## config.mk

```make
export PLATFORM = sky130hd
export DESIGN_NAME = ajuste_fecha_flat
export DESIGN_NICKNAME = d
export VERILOG_FILES = /design/src/rtl/ajuste_fecha_pkg.sv /design/src/rtl/ajuste_fecha_if.sv /design/src/rtl/ajuste_fecha_dias_del_mes.sv /design/src/rtl/ajuste_fecha.sv /design/src/flat_wrapper.sv
export SDC_FILE = /design/constraint.sdc
export NUM_CORES = 1
export LEC_CHECK = 0
export ABC_AREA = 1
export BUFFER_PORTS_ARGS = -buffer_cell sky130_fd_sc_hd__buf_4
export CAP_MARGIN = 15
export CORE_UTILIZATION = 28
export DETAILED_ROUTE_END_ITERATION = 7
export GPL_TIMING_DRIVEN = 0
export PLACE_DENSITY = 0.55
export SLEW_MARGIN = 10
export SYNTH_ARGS = -nofsm -noshare
export SYNTH_HDL_FRONTEND = slang
export SYNTH_SLANG_ARGS = --single-unit
export TNS_END_PERCENT = 20
```

## constraint.sdc

```tcl
create_clock -name clock -period 3.1 [get_ports clock]
set_input_delay 0.62 -clock clock [delete_from_list [all_inputs] [get_ports clock]]
set_output_delay 0.62 -clock clock [all_outputs]
set_load 0.02 [all_outputs]
```

## src/rtl/ajuste_fecha_pkg.sv

```systemverilog
// fecha_pkg: shared types, field codes, BCD month constants and BCD step helpers for ajuste_fecha
package fecha_pkg;
  typedef enum logic [1:0] {IDLE, EDIT, COMMIT, HOLD} estado_t;
  localparam logic [1:0] CAMPO_DIA = 2'd0;
  localparam logic [1:0] CAMPO_MES = 2'd1;
  localparam logic [1:0] CAMPO_YEAR = 2'd2;
  localparam logic [7:0] MES_ENE = 8'h01;
  localparam logic [7:0] MES_FEB = 8'h02;
  localparam logic [7:0] MES_ABR = 8'h04;
  localparam logic [7:0] MES_JUN = 8'h06;
  localparam logic [7:0] MES_SEP = 8'h09;
  localparam logic [7:0] MES_NOV = 8'h11;
  localparam logic [7:0] MES_DIC = 8'h12;
  localparam int unsigned HOLD_CYCLES_DEF = 112;
  function automatic logic [7:0] bcd_inc(input logic [7:0] v);
    return v[3:0] == 4'd9 ? {v[7:4] + 4'd1, 4'd0} : v + 8'd1;
  endfunction
  function automatic logic [7:0] bcd_dec(input logic [7:0] v);
    return v[3:0] == 4'd0 ? {v[7:4] - 4'd1, 4'd9} : v - 8'd1;
  endfunction
endpackage

```

## src/rtl/ajuste_fecha_if.sv

```systemverilog
// ajuste_fecha_if: edit buttons in, BCD date / field / commit handshake out
//   master: drives edit_en and btn_*; reads dia, mes, year, campo, chs, busy
//   slave : the date editor side
interface ajuste_fecha_if;
  logic edit_en, btn_up, btn_down, btn_right, btn_left, btn_save;
  logic [7:0] dia, mes, year;
  logic [1:0] campo;
  logic chs, busy;
  modport master(
    output edit_en, btn_up, btn_down, btn_right, btn_left, btn_save,
    input dia, mes, year, campo, chs, busy
  );
  modport slave(
    input edit_en, btn_up, btn_down, btn_right, btn_left, btn_save,
    output dia, mes, year, campo, chs, busy
  );
endinterface

```

## src/rtl/ajuste_fecha_dias_del_mes.sv

```systemverilog
// dias_del_mes: combinational BCD month/year -> last legal BCD day of that month
//   mes, year : BCD inputs (year 00..99 read as 2000-2099)
//   max_dia   : 28/29/30/31 in BCD
//   AJUSTE_FECHA_LEAP_EN defined builds the leap-year rule; otherwise February is always 28
module dias_del_mes
  import fecha_pkg::*;
(
  input  logic [7:0] mes,
  input  logic [7:0] year,
  output logic [7:0] max_dia
);
  logic [7:0] feb;
  logic unused_year;
  assign unused_year = ^year;
`ifdef AJUSTE_FECHA_LEAP_EN
  logic bis;
  // divisible by 4 in BCD: even tens need units 0/4/8, odd tens need units 2/6
  assign bis = year[4] ? (year[3:0] == 4'd2 || year[3:0] == 4'd6)
                       : (year[3:0] == 4'd0 || year[3:0] == 4'd4 || year[3:0] == 4'd8);
  assign feb = bis ? 8'h29 : 8'h28;
`else
  assign feb = 8'h28;
`endif
  always_comb max_dia = mes == MES_FEB ? feb :
                        (mes == MES_ABR || mes == MES_JUN || mes == MES_SEP || mes == MES_NOV) ? 8'h30 : 8'h31;
endmodule

```

## src/rtl/ajuste_fecha.sv

```systemverilog
// ajuste_fecha: BCD date editor that commits dia/mes/year to the RTC writer with a one-cycle chs
//   clock : rising-edge clock
//   reset : asynchronous active-low reset
//   bus   : ajuste_fecha_if.slave (edit_en, btn_* in; dia, mes, year, campo, chs, busy out)
//   Optional macro AJUSTE_FECHA_LEAP_EN enables leap-year February (see dias_del_mes)
module ajuste_fecha
  import fecha_pkg::*;
#(
  parameter int unsigned HOLD_CYCLES = HOLD_CYCLES_DEF,
  parameter logic [7:0] DIA_INIT = 8'h01,
  parameter logic [7:0] MES_INIT = 8'h01,
  parameter logic [7:0] YEAR_INIT = 8'h16
) (
  input logic clock,
  input logic reset,
  ajuste_fecha_if.slave bus
);
  localparam int CW = $clog2(HOLD_CYCLES);
  estado_t state, state_n;
  logic [CW-1:0] cnt;
  logic [7:0] dia_q, mes_q, year_q, dia_n, mes_n, year_n, max_n;
  logic [1:0] campo_q, campo_n;
  logic edit, up, dn, rt, lt, hold_last;
  // one action per cycle: save > up > down > right > left
  assign edit = state == EDIT && bus.edit_en;
  assign up = edit && !bus.btn_save && bus.btn_up;
  assign dn = edit && !bus.btn_save && !bus.btn_up && bus.btn_down;
  assign rt = edit && !bus.btn_save && !bus.btn_up && !bus.btn_down && bus.btn_right;
  assign lt = edit && !bus.btn_save && !bus.btn_up && !bus.btn_down && !bus.btn_right && bus.btn_left;
  assign hold_last = cnt == CW'(HOLD_CYCLES - 1);
  always_comb begin
    state_n = state;
    case (state)
      IDLE: state_n = bus.edit_en ? EDIT : IDLE;
      EDIT: state_n = !bus.edit_en ? IDLE : bus.btn_save ? COMMIT : EDIT;
      COMMIT: state_n = HOLD;
      HOLD: state_n = !hold_last ? HOLD : bus.edit_en ? EDIT : IDLE;
      default: state_n = IDLE;
    endcase
  end
  // max_n is taken from the new month/year, so it also serves the dia wrap when mes/year are untouched
  dias_del_mes u_dias (.mes(mes_n), .year(year_n), .max_dia(max_n));
  always_comb begin
    mes_n = mes_q;
    year_n = year_q;
    dia_n = dia_q;
    campo_n = campo_q;
    mes_n = campo_q != CAMPO_MES ? mes_q :
            up ? (mes_q == MES_DIC ? MES_ENE : bcd_inc(mes_q)) :
            dn ? (mes_q == MES_ENE ? MES_DIC : bcd_dec(mes_q)) : mes_q;
    year_n = campo_q != CAMPO_YEAR ? year_q :
             up ? (year_q == 8'h99 ? 8'h00 : bcd_inc(year_q)) :
             dn ? (year_q == 8'h00 ? 8'h99 : bcd_dec(year_q)) : year_q;
    dia_n = campo_q != CAMPO_DIA ? (dia_q > max_n ? max_n : dia_q) :
            up ? (dia_q >= max_n ? 8'h01 : bcd_inc(dia_q)) :
            dn ? (dia_q == 8'h01 ? max_n : bcd_dec(dia_q)) : dia_q;
    campo_n = rt ? (campo_q == CAMPO_YEAR ? CAMPO_DIA : campo_q + 2'd1) :
              lt ? (campo_q == CAMPO_DIA ? CAMPO_YEAR : campo_q - 2'd1) : campo_q;
  end
  always_ff @(posedge clock or negedge reset) begin
    if (!reset) begin
      state <= IDLE;
      cnt <= '0;
      dia_q <= DIA_INIT;
      mes_q <= MES_INIT;
      year_q <= YEAR_INIT;
      campo_q <= CAMPO_DIA;
    end else begin
      state <= state_n;
      cnt <= state == HOLD ? cnt + CW'(1) : '0;
      dia_q <= dia_n;
      mes_q <= mes_n;
      year_q <= year_n;
      campo_q <= campo_n;
    end
  end
  assign bus.dia = dia_q;
  assign bus.mes = mes_q;
  assign bus.year = year_q;
  assign bus.campo = campo_q;
  assign bus.chs = state == COMMIT;
  assign bus.busy = state == COMMIT || state == HOLD;
endmodule

```

## src/flat_wrapper.sv

```systemverilog
// flat-port wrapper written by rule: the top's interface ports become plain ports
module ajuste_fecha_flat import fecha_pkg::*;
#(
  parameter int unsigned HOLD_CYCLES = HOLD_CYCLES_DEF,
  parameter logic [7:0] DIA_INIT = 8'h01,
  parameter logic [7:0] MES_INIT = 8'h01,
  parameter logic [7:0] YEAR_INIT = 8'h16
)
  (clock, reset, bus_edit_en, bus_btn_up, bus_btn_down, bus_btn_right, bus_btn_left, bus_btn_save, bus_dia, bus_mes, bus_year, bus_campo, bus_chs, bus_busy);
  ajuste_fecha_if bus_i ();
  input logic clock;
  input logic reset;
  input wire logic [$bits(bus_i.edit_en)-1:0] bus_edit_en;
  input wire logic [$bits(bus_i.btn_up)-1:0] bus_btn_up;
  input wire logic [$bits(bus_i.btn_down)-1:0] bus_btn_down;
  input wire logic [$bits(bus_i.btn_right)-1:0] bus_btn_right;
  input wire logic [$bits(bus_i.btn_left)-1:0] bus_btn_left;
  input wire logic [$bits(bus_i.btn_save)-1:0] bus_btn_save;
  output wire logic [$bits(bus_i.dia)-1:0] bus_dia;
  output wire logic [$bits(bus_i.mes)-1:0] bus_mes;
  output wire logic [$bits(bus_i.year)-1:0] bus_year;
  output wire logic [$bits(bus_i.campo)-1:0] bus_campo;
  output wire logic [$bits(bus_i.chs)-1:0] bus_chs;
  output wire logic [$bits(bus_i.busy)-1:0] bus_busy;
  assign bus_i.edit_en = bus_edit_en;
  assign bus_i.btn_up = bus_btn_up;
  assign bus_i.btn_down = bus_btn_down;
  assign bus_i.btn_right = bus_btn_right;
  assign bus_i.btn_left = bus_btn_left;
  assign bus_i.btn_save = bus_btn_save;
  assign bus_dia = bus_i.dia;
  assign bus_mes = bus_i.mes;
  assign bus_year = bus_i.year;
  assign bus_campo = bus_i.campo;
  assign bus_chs = bus_i.chs;
  assign bus_busy = bus_i.busy;
  ajuste_fecha #(.HOLD_CYCLES(HOLD_CYCLES), .DIA_INIT(DIA_INIT), .MES_INIT(MES_INIT), .YEAR_INIT(YEAR_INIT)) u_core (.clock(clock), .reset(reset), .bus(bus_i));
endmodule
```

* Word level (Yosys, flattened, before mapping)
Index checks and enable logic that the tools add are counted.
** Storage, ports and cells
- Register bits after elaboration :: 35
- Latch bits :: 0
- Bits in writable memories :: 0
- ROM bits :: 0
- Input port bits :: 8
- Output and inout port bits :: 28
- Logic and storage cells :: 106
- Memories kept :: 0
** Operators by class
- $add $sub $neg :: 15
- Multiply operators :: 0
- Divide/modulo/power cells :: 0
- Magnitude comparators :: 2
- Eq/ne operators :: 20
- Shift operators :: 0
- Muxes and demuxes :: 33
- Bitwise operators :: 1
- Reduce and logical (&&, ||, !) cells :: 29
** Operators by type and width (count)
- 8-bit 2-to-1 mux :: 21
- 8-bit by 1-bit adder with 8-bit output, second input constant :: 3
- 8-bit by 1-bit subtractor with 8-bit output, second input constant :: 3
- 8-bit by 1-bit equality test with 1-bit output, second input constant :: 2
- 8-bit by 3-bit equality test with 1-bit output, second input constant :: 2
- 8-bit by 5-bit equality test with 1-bit output, second input constant :: 2
- 2-bit 2-to-1 mux :: 7
- 4-bit by 1-bit adder with 4-bit output, second input constant :: 3
- 4-bit equality test, second input constant :: 3
- 4-bit logical NOT :: 3
- 4-bit by 1-bit subtractor with 4-bit output, second input constant :: 3
- 1-bit logical AND :: 9
- 8-bit by 2-bit equality test with 1-bit output, second input constant :: 1
- 8-bit by 4-bit equality test with 1-bit output, second input constant :: 1
- 8-bit equality test, second input constant :: 1
- 8-bit by 6-bit greater-or-equal comparator with 1-bit output :: 1
- 8-bit by 6-bit greater-than comparator with 1-bit output :: 1
- 8-bit logical NOT :: 1
- 2-bit case mux with 4 select lines :: 1
- 7-bit by 1-bit adder with 7-bit output, second input constant :: 1
- 7-bit equality test, second input constant :: 1
- 7-bit 2-to-1 mux :: 1
- 2-bit equality test, second input constant :: 3
- 2-bit nonzero test :: 3
- 13 further kinds :: 23

* Longest topological paths before layout
- Word-level depth :: 18
- Gate-level depth with buffers :: 28
- Depth with buffers taken out :: 28

* Cells and area by module
A second synthesis with hierarchy kept.
** Second synthesis, totals
- Cell total of the unflattened synthesis :: 578
- Area, all modules :: 3727.3 µm²
** By module, submodules not included
- ajuste_fecha :: times used 1, cells an instance 541, area an instance 3550.9 µm², sequential area each 882.1 µm²
- dias_del_mes :: times used 1, cells an instance 37, area an instance 176.4 µm², sequential area each 0.0 µm²

* Least setup slack after synthesis
No wires, ideal clock.
- Path type :: register -> register
- Start :: register u_core.mes_q[4], in the netlist u_core.bus.mes[4]
- End :: register u_core.dia_q[0], in the netlist u_core.bus.dia[0]
- Library setup time :: 82 ps
- Arrival time :: 2856 ps
- Path slack :: 163 ps
- Stages on the path, launching flop included :: 24
- Buffers on the path :: 0
- Cells stage by stage :: dfrtp_1 -> inv_1 -> ha_1 -> nand3_1 -> nor2_1 -> nor2_1 -> nand2_1 -> nand2_1 -> nand3_1 -> nand2_1 -> nand2_1 -> nor2_2 -> nand2_2 -> inv_1 -> ha_1 -> nand3_1 -> o21bai_1 -> nand3_1 -> nor2_1 -> nand2_1 -> inv_1 -> o21ai_1 -> a32oi_1 -> a21oi_1
** Between the ends
- Word-level cells in the longest chain between the ends :: 16
** RTL lines
- start, declared :: RTL line ajuste_fecha.sv:21 : logic [7:0] dia_q, mes_q, year_q, dia_n, mes_n, year_n, max_n;
- start signal, assigned :: RTL line ajuste_fecha.sv:72 : mes_q <= mes_n;
- 8-bit by 1-bit subtractor with 8-bit output or 4-bit by 1-bit subtractor with 4-bit output (tied branches) :: RTL line ajuste_fecha_pkg.sv:19 : return v[3:0] == 4'd0 ? {v[7:4] - 4'd1, 4'd9} : v - 8'd1;
- 8-bit 2-to-1 mux :: RTL line ajuste_fecha_pkg.sv:19
- 8-bit 2-to-1 mux (2 in a row) :: RTL line ajuste_fecha.sv:50 : dn ? (mes_q == MES_ENE ? MES_DIC : bcd_dec(mes_q)) : mes_q;
- 8-bit 2-to-1 mux :: RTL line ajuste_fecha.sv:49 : up ? (mes_q == MES_DIC ? MES_ENE : bcd_inc(mes_q)) :
- 8-bit 2-to-1 mux * :: RTL line ajuste_fecha.sv:48 : mes_n = campo_q != CAMPO_MES ? mes_q :
- 8-bit by 3-bit equality test with 1-bit output :: RTL line ajuste_fecha_dias_del_mes.sv:25 : (mes == MES_ABR || mes == MES_JUN || mes == MES_SEP || mes == MES_NOV) ? 8'h30 : 8'h31;
- 1-bit logical OR (3 in a row) :: RTL line ajuste_fecha_dias_del_mes.sv:25
- 1-bit 2-to-1 mux :: RTL line ajuste_fecha_dias_del_mes.sv:25
- 5-bit 2-to-1 mux * :: RTL line ajuste_fecha_dias_del_mes.sv:24 : always_comb max_dia = mes == MES_FEB ? feb :
- 8-bit by 6-bit greater-or-equal comparator with 1-bit output or 8-bit 2-to-1 mux (tied branches) :: RTL line ajuste_fecha.sv:55, ajuste_fecha.sv:56
- 8-bit 2-to-1 mux, on equally long branches :: RTL line ajuste_fecha.sv:55, ajuste_fecha.sv:56
- 8-bit 2-to-1 mux :: RTL line ajuste_fecha.sv:55 : up ? (dia_q >= max_n ? 8'h01 : bcd_inc(dia_q)) :
- 8-bit 2-to-1 mux :: RTL line ajuste_fecha.sv:54 : dia_n = campo_q != CAMPO_DIA ? (dia_q > max_n ? max_n : dia_q) :
- end signal, assigned :: RTL line ajuste_fecha.sv:71 : dia_q <= dia_n;
- end, declared :: RTL line ajuste_fecha.sv:21
Every way passes the cells marked *; elsewhere a longest branch is shown, timed or not. The select of a mux whose other input is x is not followed.
A chain may end at the register's enable or synchronous reset.

* Worst setup path in the final report
- Start :: register u_core.mes_q[0], in the netlist u_core.bus.mes[0]
- End :: register u_core.dia_q[0], in the netlist u_core.bus.dia[0]
** Between the ends
- Word-level cells in the longest chain between the ends :: 16
** RTL lines (RTL line)
- 8-bit by 1-bit subtractor with 8-bit output or 4-bit logical NOT (tied branches) :: ajuste_fecha_pkg.sv:19
- 8-bit 2-to-1 mux :: ajuste_fecha_pkg.sv:19
- 8-bit 2-to-1 mux (2 in a row) :: ajuste_fecha.sv:50
- 8-bit 2-to-1 mux :: ajuste_fecha.sv:49
- 8-bit 2-to-1 mux * :: ajuste_fecha.sv:48
- 8-bit by 3-bit equality test with 1-bit output :: ajuste_fecha_dias_del_mes.sv:25
- 1-bit logical OR (3 in a row) :: ajuste_fecha_dias_del_mes.sv:25
- 1-bit 2-to-1 mux :: ajuste_fecha_dias_del_mes.sv:25
- 5-bit 2-to-1 mux * :: ajuste_fecha_dias_del_mes.sv:24
- 8-bit by 6-bit greater-or-equal comparator with 1-bit output or 8-bit 2-to-1 mux (tied branches) :: ajuste_fecha.sv:55, ajuste_fecha.sv:56
- 8-bit 2-to-1 mux, on equally long branches :: ajuste_fecha.sv:55, ajuste_fecha.sv:56
- 8-bit 2-to-1 mux :: ajuste_fecha.sv:55
- 8-bit 2-to-1 mux :: ajuste_fecha.sv:54
Marked as above.

==> flow_metrics.tcl <==
set metrics [dict create \
    status "complete, but fails checks" \
    violations "setup timing" \
    portBuffers 35 \
    synth-edff-count 0 \
    yosys-top-cells-area "dfrtp_1, nand2_1, ha_1" \
    initial_utilization 0.294 \
    synth_fp_nets 490 \
    gp_congestion 0.841 \
    via_count 3189 \
    max_freq_mhz 318 \
    worst-path-max-fanout 6 \
    finClkSkew_ns 0.00950 \
    grt_antenna_before_repair 0 \
    grt_usage 0.148 \
    die_area_um2 11400 \
    yosysSeqAreaShare 0.287 \
    final_nets 554 \
    period_share 1.01 \
    clk_pin_slew_worst_paths_ns 0.08 \
    worstPathRequired_ns 3.32 \
    hp-class "input pin to async pin" \
    slew_headroom 0.668 \
    grt_pass1_wl_mm 13.9 \
    internal_power_mw 0.703 \
    first_iter_violations 162 \
    detail_route.vias_per_cell 4.85 \
    io_pins 36 \
    crit_path_top_delay_cell "dfstp_2" \
    drive_above_1_share 0.284 \
    synth-seq-cells 35 \
    place_ws_ns -0.435 \
    antenna_left 0 \
    slew_violations 0 \
    finalSetupViolCount 2 \
    crit_type "flip-flop to flip-flop" \
    synth_top_area_frac 0.244 \
    reg2reg_to "u_core.bus.dia[0]$_DFFE_PN1P_" \
    yosysMostFrequentCell "nand2_1" \
    grt_pass1_vias 2993 \
    critPathMaxStageDelay_ns 0.63 \
    r2r_slack_ns -0.04 \
    routed_wl_mm 8.34 \
    synth_common_cells "nand2_1, inv_1, nor2_1" \
    dp_hpwl_mm 5.98 \
    overflow 0 \
    ys_warn_count 0 \
    pwr-share-seq 0.505 \
    finalHoldViolCount 0 \
    maxCapViolations 0 \
    synth_area_leader_cell "dfrtp_1" \
    design.core.area_um2 10500 \
    r2r-start "u_core.bus.mes[0]$_DFF_PN1_" \
    die_x_um 107 \
    syn_area_um2 3070 \
    worstMarginPinSlew_ns 0.493 \
    drc_errors 0 \
    clock_latency_ns 0.29 \
    synth_flop_cell "dfrtp_1" \
    rows 37 \
    cp-start-kind "flip-flop" \
    area_growth_pct 31.6 \
    synthArstFlopShare 1.00 \
    die_h_um 107 \
    combinationalPowerShare 0.023 \
    diodes 0 \
    finalInstanceArea_um2 4050 \
    routedWlPerCell_um 12.7 \
    min_period_ns 3.14 \
    worstPathCellList "inv_2, nor2_4, nand2_2, nor2_2, nor2_2, nand3_1, nand2_2, a21oi_2, nand2_2, nor2_4, nand2_4, inv_4, ha_4, nand3_4, o21bai_1, nand3_1, nor2_2, nand2_2, inv_2, o21ai_2, a32oi_1, a21oi_2" \
    grt_setup_unrepaired "yes" \
    cts_buffers 5 \
    synth.distinct_cells 38 \
    critPathCaptureType "flip-flop" \
    cts_num_sinks 35 \
    holdWs_ns 0.271 \
    p_clk_frac 0.471 \
    ir_worst_vdd_mv 0.163 \
    layout_setup_ws_ns -0.0424 \
    leakage_nw 2.03 \
    power_switching_mw 0.201 \
    synth_area_per_cell_um2 6.73 \
    place_area_um2 3510 \
    cts_max_level 2 \
    grt_max_degree 36 \
    netlist_instances 457 \
    p_sw_frac 0.222 \
    cts_buffer_depth 2 \
    crit_top_cell "nand2_2" \
    cp.arrival_ns 3.36 \
    cellPowerDensity_nw_per_um2 223 \
    drt-pass1-iter-count 4 \
    root_buffer "clkbuf_8" \
    rr_worst_depth 22 \
    cts_tree "yes" \
]
## final cells by class
cell class	instances	area [um2]
fill	1133	6420
multi-input combinational	344	2140
sequential	35	888
timing repair buffer	57	428
inverter	71	273
tap	136	170
clock buffer	5	68.8
clock inverter	3	43.8
buffer	7	35.0
## power by group through the flow
stage                     Sequential (mW)  Clock (mW)  Combinational (mW)
after floorplan                     0.465           0             0.00236
after global placement              0.465           0              0.0200
after detailed placement            0.465           0              0.0209
after CTS                           0.456       0.434              0.0222
after global routing                0.456       0.451              0.0240
final                               0.456       0.426              0.0210
## worst max-delay path by stage
stage | startpoint | end | slack, ns | cells after the start
3_5_place_dp | bus_btn_save | u_core.bus.dia[0]$_DFFE_PN1P_ | -0.44 | 22
3_3_place_gp | bus_btn_save | u_core.bus.dia[3]$_DFFE_PN0P_ | -0.42 | 22
4_1_cts | u_core.bus.campo[1]$_DFFE_PN0P_ | u_core.bus.dia[0]$_DFFE_PN1P_ | 0.003 | 21
5_1_grt | u_core.bus.mes[0]$_DFF_PN1_ | u_core.bus.dia[0]$_DFFE_PN1P_ | -0.26 | 22
2_1_floorplan | u_core.bus.mes[4]$_DFF_PN0_ | u_core.bus.dia[0]$_DFFE_PN1P_ | 0.16 | 23
6_report | u_core.bus.mes[0]$_DFF_PN1_ | u_core.bus.dia[0]$_DFFE_PN1P_ | -0.04 | 22
## flip-flops by register name (all words and copies together) (netlist names)
| register | count |
|---|---|
| u_core.bus.campo | 2 |
| u_core.bus.year | 8 |
| u_core.bus.mes | 8 |
| u_core.state | 2 |
| u_core.cnt | 7 |
| u_core.bus.dia | 8 |
## layout by cell type, fill, tap and decap left out, drive strengths merged, types with 8 or more instances in the layout
cell type / synthesis / layout
inv: 70 / 70
nand4: 8 / 8
o21ai: 34 / 34
ha: 25 / 25
nand3: 41 / 41
nor2: 51 / 51
dfrtp: 30 / 30
a21oi: 17 / 17
clkbuf: 5 / 10
xor2: 13 / 13
nor3: 8 / 8
buf: 2 / 59
a31oi: 8 / 8
nand2: 112 / 112
## repair_timing
action	CTS	global route
gates resized for setup	22	51
hold buffers	0	0
setup buffers	10	12
endpoints found under the setup margin	8	8
pin swaps	7	29
## critical path, delay by kind of cell, from the launching register on
kind                     cells  cell delay, ns
AO/OA/AOI/OAI                5            0.64
adder cells (fa/ha/maj)      1            0.20
buffers and inverters        3            0.24
flip-flops                   1            0.63
AND/OR/NAND/NOR             13            1.36
## metrics by stage
step                total power [mW]  instances  utilization  TNS (ns)
floorplan                      0.468        457            -         0
global placement               0.485        628        0.335     -2.50
detailed placement             0.486        628        0.335     -2.42
CTS                            0.913        646        0.359         0
global route                   0.932        658        0.387     -1.42
finish                         0.903        658        0.387   -0.0432
## cells by family after synthesis
| logic type | synth area share |
|---|---|
| flip-flops | 0.287 |
| adder cells (fa/ha/maj) | 0.102 |
| buffers and inverters | 0.0985 |
| XOR/XNOR | 0.0370 |
| AND/OR/NAND/NOR | 0.325 |
| AO/OA/AOI/OAI | 0.151 |
## routing by layer
| metal | global-route usage | vias up | routed length [um] |
|---|---|---|---|
| met3 | 0.0158 | 13 | 288 |
| met1 | 0.205 | 1463 | 4030 |
| met4 | 0.0460 | 0 | 127 |
| met2 | 0.240 | 78 | 3890 |
| met5 | 0 | - | 0 |
| li1 | - | 1635 | - |
Power figures use the tool's default switching activity.
